<file path="src/rtl/serial_parity_accumulator_pkg.sv">
// Shared types for the serial parity accumulator and the parity checker.
// Latency: n/a (types and constants only).
// Backpressure: n/a.
package serial_parity_accumulator_pkg;

   // Frame FSM encoding. The parity checker uses the same values, so they stay fixed.
   typedef enum logic [1:0] {
      ST_IDLE  = 2'd0,
      ST_ACCUM = 2'd1,
      ST_HOLD  = 2'd2
   } state_t;

   // Width of a word counter that must be able to represent FRAME_LEN itself.
   function automatic int cnt_width(input int frame_len);
      return $clog2(frame_len + 1);
   endfunction

endpackage

</file>
<file path="src/rtl/serial_parity_accumulator_if.sv">
// Word-in / frame-result-out bundle for the serial parity accumulator.
// Latency: n/a (wiring only).
// Backpressure: in_ready stalls the word producer; out_ready stalls the result.
interface serial_parity_accumulator_if
   import serial_parity_accumulator_pkg::*;
#(
   parameter int DATA_W    = 8,
   parameter int FRAME_LEN = 4
);
   localparam int CNT_W = cnt_width(FRAME_LEN);

   logic              in_valid;
   logic              in_ready;
   logic [DATA_W-1:0] in_data;
   logic              in_last;
   logic              out_valid;
   logic              out_ready;
   logic [DATA_W-1:0] out_lane_parity;
   logic              out_parity;
   logic [CNT_W-1:0]  out_count;

   // Producer of words and consumer of frame results.
   modport master (
      output in_valid, in_data, in_last, out_ready,
      input  in_ready, out_valid, out_lane_parity, out_parity, out_count
   );

   // The accumulator itself.
   modport slave (
      input  in_valid, in_data, in_last, out_ready,
      output in_ready, out_valid, out_lane_parity, out_parity, out_count
   );

endinterface

</file>
<file path="src/rtl/serial_parity_accumulator_parity_reduce.sv">
// XOR-reduce of a DATA_W-bit vector down to a single even-parity bit.
// Latency: combinational.
// Backpressure: none.
module parity_reduce #(
   parameter int DATA_W = 8
) (
   input  logic [DATA_W-1:0] vec,
   output logic              par
);

   // One when the vector carries an odd number of set bits.
   assign par = ^vec;

endmodule

</file>
<file path="src/rtl/serial_parity_accumulator.sv">
// XOR-folds a word stream per frame (FRAME_LEN words or in_last) into lane/overall parity + count.
// Latency: result valid 1 cycle after the closing word is accepted.
// Backpressure: in_ready low while a result waits for out_ready; no frame overlap.
module serial_parity_accumulator
   import serial_parity_accumulator_pkg::*;
#(
   parameter int DATA_W     = 8,
   parameter int FRAME_LEN  = 4,
   parameter bit ODD_PARITY = 1'b0
) (
   input  logic                        clk,
   input  logic                        rst_n,
   serial_parity_accumulator_if.slave  bus
);

   localparam int               CNT_W    = cnt_width(FRAME_LEN);
   localparam logic [CNT_W-1:0] LAST_IDX = CNT_W'(FRAME_LEN - 1);
   localparam logic [CNT_W-1:0] CNT_ONE  = CNT_W'(1);

   state_t            state;
   state_t            state_nxt;

   logic [DATA_W-1:0] acc;
   logic [CNT_W-1:0]  cnt;

   logic              out_valid_q;
   logic [DATA_W-1:0] out_lane_q;
   logic              out_parity_q;
   logic [CNT_W-1:0]  out_count_q;

   logic              in_ready;
   logic              accept;
   logic              closing;
   logic              release_result;
   logic [DATA_W-1:0] fold;
   logic              fold_par;

   // in_ready is forced low during reset so nothing is taken while the block is cleared.
   assign in_ready       = rst_n & (state != ST_HOLD);
   assign accept         = bus.in_valid & in_ready;
   // A word closes the frame when flagged as last or when it fills the frame.
   assign closing        = bus.in_last | (cnt == LAST_IDX);
   assign release_result = out_valid_q & bus.out_ready;
   assign fold           = acc ^ bus.in_data;

   parity_reduce #(
      .DATA_W (DATA_W)
   ) u_parity_reduce (
      .vec (fold),
      .par (fold_par)
   );

   // Frame state register.
   always_ff @(posedge clk or negedge rst_n) begin
      if (!rst_n) begin
         state <= ST_IDLE;
      end else begin
         state <= state_nxt;
      end
   end

   // Next frame state: collect words until a closing word, then hold until the result is taken.
   always_comb begin
      state_nxt = state;
      case (state)
         ST_IDLE, ST_ACCUM: begin
            if (accept) begin
               state_nxt = closing ? ST_HOLD : ST_ACCUM;
            end
         end
         ST_HOLD: begin
            if (release_result) begin
               state_nxt = ST_IDLE;
            end
         end
         default: begin
            state_nxt = ST_IDLE;
         end
      endcase
   end

   // Running fold and word count of the open frame; both clear once the frame closes.
   always_ff @(posedge clk or negedge rst_n) begin
      if (!rst_n) begin
         acc <= '0;
         cnt <= '0;
      end else if (accept) begin
         if (closing) begin
            acc <= '0;
            cnt <= '0;
         end else begin
            acc <= fold;
            cnt <= cnt + CNT_ONE;
         end
      end
   end

   // Result registers: loaded by the closing word, held until the downstream handshake.
   always_ff @(posedge clk or negedge rst_n) begin
      if (!rst_n) begin
         out_valid_q  <= 1'b0;
         out_lane_q   <= '0;
         out_parity_q <= 1'b0;
         out_count_q  <= '0;
      end else if (accept && closing) begin
         out_valid_q  <= 1'b1;
         out_lane_q   <= fold;
         out_parity_q <= fold_par ^ ODD_PARITY;
         out_count_q  <= cnt + CNT_ONE;
      end else if (release_result) begin
         out_valid_q  <= 1'b0;
      end
   end

   assign bus.in_ready        = in_ready;
   assign bus.out_valid       = out_valid_q;
   assign bus.out_lane_parity = out_lane_q;
   assign bus.out_parity      = out_parity_q;
   assign bus.out_count       = out_count_q;

   // A pending result must not change until it has been taken.
   a_hold_stable: assert property (
      @(posedge clk) disable iff (!rst_n)
      (out_valid_q && !bus.out_ready) |=>
         (out_valid_q && $stable(out_lane_q) && $stable(out_parity_q) && $stable(out_count_q))
   );

   // The result flag and the HOLD state always agree.
   a_hold_matches_valid: assert property (
      @(posedge clk) disable iff (!rst_n)
      (out_valid_q == (state == ST_HOLD))
   );

endmodule

</file>
<file path="src/flat_wrapper.sv">
// flat-port wrapper written by rule: the top's interface ports become plain ports
module serial_parity_accumulator_flat import serial_parity_accumulator_pkg::*;
#(
   parameter int DATA_W     = 8,
   parameter int FRAME_LEN  = 4,
   parameter bit ODD_PARITY = 1'b0
)
  (clk, rst_n, bus_in_valid, bus_in_data, bus_in_last, bus_out_ready, bus_in_ready, bus_out_valid, bus_out_lane_parity, bus_out_parity, bus_out_count);
  serial_parity_accumulator_if #(.DATA_W(DATA_W), .FRAME_LEN(FRAME_LEN)) bus_i ();
  input  logic clk;
  input  logic rst_n;
  input wire logic [$bits(bus_i.in_valid)-1:0] bus_in_valid;
  input wire logic [$bits(bus_i.in_data)-1:0] bus_in_data;
  input wire logic [$bits(bus_i.in_last)-1:0] bus_in_last;
  input wire logic [$bits(bus_i.out_ready)-1:0] bus_out_ready;
  output wire logic [$bits(bus_i.in_ready)-1:0] bus_in_ready;
  output wire logic [$bits(bus_i.out_valid)-1:0] bus_out_valid;
  output wire logic [$bits(bus_i.out_lane_parity)-1:0] bus_out_lane_parity;
  output wire logic [$bits(bus_i.out_parity)-1:0] bus_out_parity;
  output wire logic [$bits(bus_i.out_count)-1:0] bus_out_count;
  assign bus_i.in_valid = bus_in_valid;
  assign bus_i.in_data = bus_in_data;
  assign bus_i.in_last = bus_in_last;
  assign bus_i.out_ready = bus_out_ready;
  assign bus_in_ready = bus_i.in_ready;
  assign bus_out_valid = bus_i.out_valid;
  assign bus_out_lane_parity = bus_i.out_lane_parity;
  assign bus_out_parity = bus_i.out_parity;
  assign bus_out_count = bus_i.out_count;
  serial_parity_accumulator #(.DATA_W(DATA_W), .FRAME_LEN(FRAME_LEN), .ODD_PARITY(ODD_PARITY)) u_core (.clk(clk), .rst_n(rst_n), .bus(bus_i));
endmodule
</file>
<file path="config.mk">
export PLATFORM = sky130hd
export DESIGN_NAME = serial_parity_accumulator_flat
export DESIGN_NICKNAME = d
export VERILOG_FILES = /design/src/rtl/serial_parity_accumulator_pkg.sv /design/src/rtl/serial_parity_accumulator_if.sv /design/src/rtl/serial_parity_accumulator_parity_reduce.sv /design/src/rtl/serial_parity_accumulator.sv /design/src/flat_wrapper.sv
export SDC_FILE = /design/constraint.sdc
export NUM_CORES = 1
export LEC_CHECK = 0
export CELL_PAD_IN_SITES_DETAIL_PLACEMENT = 1
export CELL_PAD_IN_SITES_GLOBAL_PLACEMENT = 1
export CORE_UTILIZATION = 41
export CTS_BUF_LIST = sky130_fd_sc_hd__clkbuf_4
export CTS_CLUSTER_DIAMETER = 120
export DETAILED_ROUTE_END_ITERATION = 8
export PLACE_DENSITY_LB_ADDON = 0.1
export SLEW_MARGIN = 20
export SYNTH_ARGS = -nofsm -noshare
export SYNTH_HDL_FRONTEND = slang
export SYNTH_HIERARCHICAL = 1
export SYNTH_SLANG_ARGS = --single-unit
</file>
<file path="constraint.sdc">
create_clock -name clk -period 2.3 [get_ports clk]
set_input_delay 0.345 -clock clk [delete_from_list [all_inputs] [get_ports clk]]
set_output_delay 0.345 -clock clk [all_outputs]
set_load 0.03 [all_outputs]
</file>
==> flow_summary.json <==
{
  "final_antenna_net_count": 0,
  "clock_latency_ps": 330,
  "synth-edff-count": 0,
  "syn_inst": 116,
  "setup_viol": 0,
  "setup_tns_ps": 0,
  "layout-drive-gt1-share_pct": 11.64,
  "place_congestion": 0.7837,
  "p_per_area_nw_per_um2": 1238,
  "antenna_found_initial": 0,
  "drc_errors": 0,
  "syn_area_per_cell_um2": 11.53,
  "chipHeight_um": 59.12,
  "syn_nets": 131,
  "cap_viol_max_count": 0,
  "worstMarginPinSlew_ps": 378.1,
  "wl_per_cell_um": 14.45,
  "maxSlewViolCount": 0,
  "dpl_cell_area_um2": 1650,
  "cp.arrival_ps": 2030,
  "fin_crit_sh_pct": 78.57,
  "critPathKind": "reg -> reg",
  "fin_area_um2": 1673,
  "fin_nets": 163,
  "tritoncts.num_buffers": 3,
  "yosysMostFrequentCell": "dfrtp_1",
  "grt_pass1_wl_um": 4726,
  "fp-row-count": 20,
  "die_area_um2": 3495,
  "cts_root_buffer": "clkbuf_4",
  "portBuffers": 26,
  "hpwlAfterDp_um": 2100,
  "period_minus_slack_ps": 1807,
  "yosysTopAreaCellShare_pct": 48.64,
  "clockBufferDepth": 2,
  "status": "finished clean",
  "reg2reg_from": "u_core/cnt[0]$_DFFE_PN0P_",
  "fin_cells": 190,
  "area_growth_syn_to_layout_pct": 25.07,
  "worst_clock_skew_ps": 3.737,
  "htreeDepth": 1,
  "antenna_cells": 0,
  "slew_headroom_pct": 74.74,
  "cts-hold-fix-buffers": 0,
  "ys_types": 29,
  "start_util_pct": 43.46,
  "synth_area_leaders": "dfrtp_1 49%, mux2_1 8.4%, xor2_1 5.9%",
  "clkTransAtPathRegs_ps": 130,
  "cp-end-kind": "flop",
  "core_area_um2": 3078,
  "die_w_um": 59.12,
  "cp_max_fo": 8,
  "final-hold-violation-count": 0,
  "ys_seq_area_share_pct": 48.64,
  "cts_setup_buffers": 0,
  "hp-class": "in -> async",
  "async_reset_ff_share_pct": 100.0,
  "crit_required_ps": 2520,
  "grt_pass1_vias": 979,
  "synthFlopType": "dfrtp_1",
  "first_iter_violations": 15,
  "ys_top_cells_by_count": "26 x dfrtp_1, 10 x mux2_1, 9 x o21ai_1, 9 x xor2_1",
  "grt_setup_unrepaired": "no",
  "ctsResizeCount": 0,
  "peakVddDrop_uv": 546.0,
  "crit_start": "u_core/cnt[0]$_DFFE_PN0P_",
  "finalWirelength_um": 2746,
  "cts.sinks": 26,
  "yosysTopAreaCell": "dfrtp_1",
  "grt_use_total_pct": 18.63,
  "via_per_inst": 5.211,
  "yosysWarningCount": 6,
  "critPathLaunchType": "flop",
  "firstDrtPassIters": 4,
  "placed_cells": 187,
  "grt.overflow.total": 0,
  "io-pin-count": 27,
  "fmax_mhz": 553.3,
  "syn-cell-area_um2": 1338,
  "vias": 990,
  "ys_ff_latch": 26,
  "power_leakage_nw": 0.7120,
  "grt_max_degree": 18,
  "cts_tree": "built"
}
## logic make-up (layout without fill, tap and decap cells)
logic type | Yosys count | after routing | share of synthesized area [%]
buffers and inverters | 11 | 41 | 5.332
muxes | 13 | 13 | 10.76
adders and majority gates | 2 | 2 | 1.871
and+or+nand+nor | 24 | 24 | 11.60
AOI/OAI and AO/OA | 25 | 25 | 11.97
xor gates and xnor gates | 15 | 15 | 9.823
DFF | 26 | 26 | 48.64
## metrics by stage
step                      hold WS (ps)  utilization, %  setup slack [ps]  total power, mW
after floorplan                  49.41               -             544.7            1.521
after global placement           450.3           53.62             329.6            1.875
after detailed placement         467.0           53.62             254.7            1.901
after CTS                        367.9           54.35             484.4            2.101
after global routing             390.8           54.35             366.6            2.213
final                            369.9           54.35             492.8            2.070
## sequential cells by signal (all words and copies together) (netlist names)
name / cells
u_core/bus.out_valid: 1
u_core/bus.out_lane_parity: 8
u_core/acc: 8
u_core/bus.out_count: 3
u_core/bus.out_parity: 1
u_core/cnt: 3
u_core/state: 2
## path summary, 6_finish.rpt
check	to	slack, ps	depth (start not counted)
max in group asynchronous	u_core/acc[0]$_DFFE_PN0P_	1700	2
max	u_core/bus.out_count[1]$_DFFE_PN0P_	490	6
min in group clk	u_core/state[0]$_DFFE_PN0P_	480	1
min	u_core/bus.out_lane_parity[6]$_DFFE_PN0P_	370	2
max reg2reg	u_core/bus.out_count[1]$_DFFE_PN0P_	490	6
min reg2reg	u_core/state[0]$_DFFE_PN0P_	480	1
## layout make-up
type	instances	area (um2)
multi-input cells	79	615.6
clock buffers	3	22.52
fillers	358	1405
inverters	5	18.77
flip-flops and latches	26	650.6
repair buffers	33	310.3
well taps	44	55.05
## critical path, stage by stage, from the launching register on
cell and delay, ps:
dfrtp_1 440, ha_1 220, ha_1 220, nor2_1 280
nor3_4 60, buf_4 180, mux2_1 310
## placed cells by master (no fill, tap or decap)
cell and instances:
o22ai_1 1, inv_1 5, a211oi_1 1, xnor2_1 6
dfrtp_1 26, mux2_1 10, xor2_1 9, nor2b_1 1
or2_1 1, mux2_2 1, a21oi_1 1, nor3_4 1
mux2i_1 2, nor2b_4 1, or4_4 1, nand2b_1 8
o21ai_0 2, o21ai_1 9, ha_1 2, o21ai_2 2
nor3_1 8, o31ai_1 8, clkbuf_4 3, nand2_1 2
clkdlybuf4s50_1 25, o41ai_1 1, buf_4 8, nor2_1 1
## power breakdown
part | switching (mW) | leakage [nW] | internal [mW]
combinational | 0.579 | 0.372 | 0.519
clock | 0.132 | 0.0138 | 0.0616
sequential | 0.128 | 0.326 | 0.650
## metal layers
layer | part of all wire [%] | global-route usage, %
met3 | 3.2 | 2.620
met4 | 1.9 | 8.163
met1 | 48 | 25.56
met5 | 0 | 0
met2 | 47 | 29.38
Power figures use the tool's default switching activity.
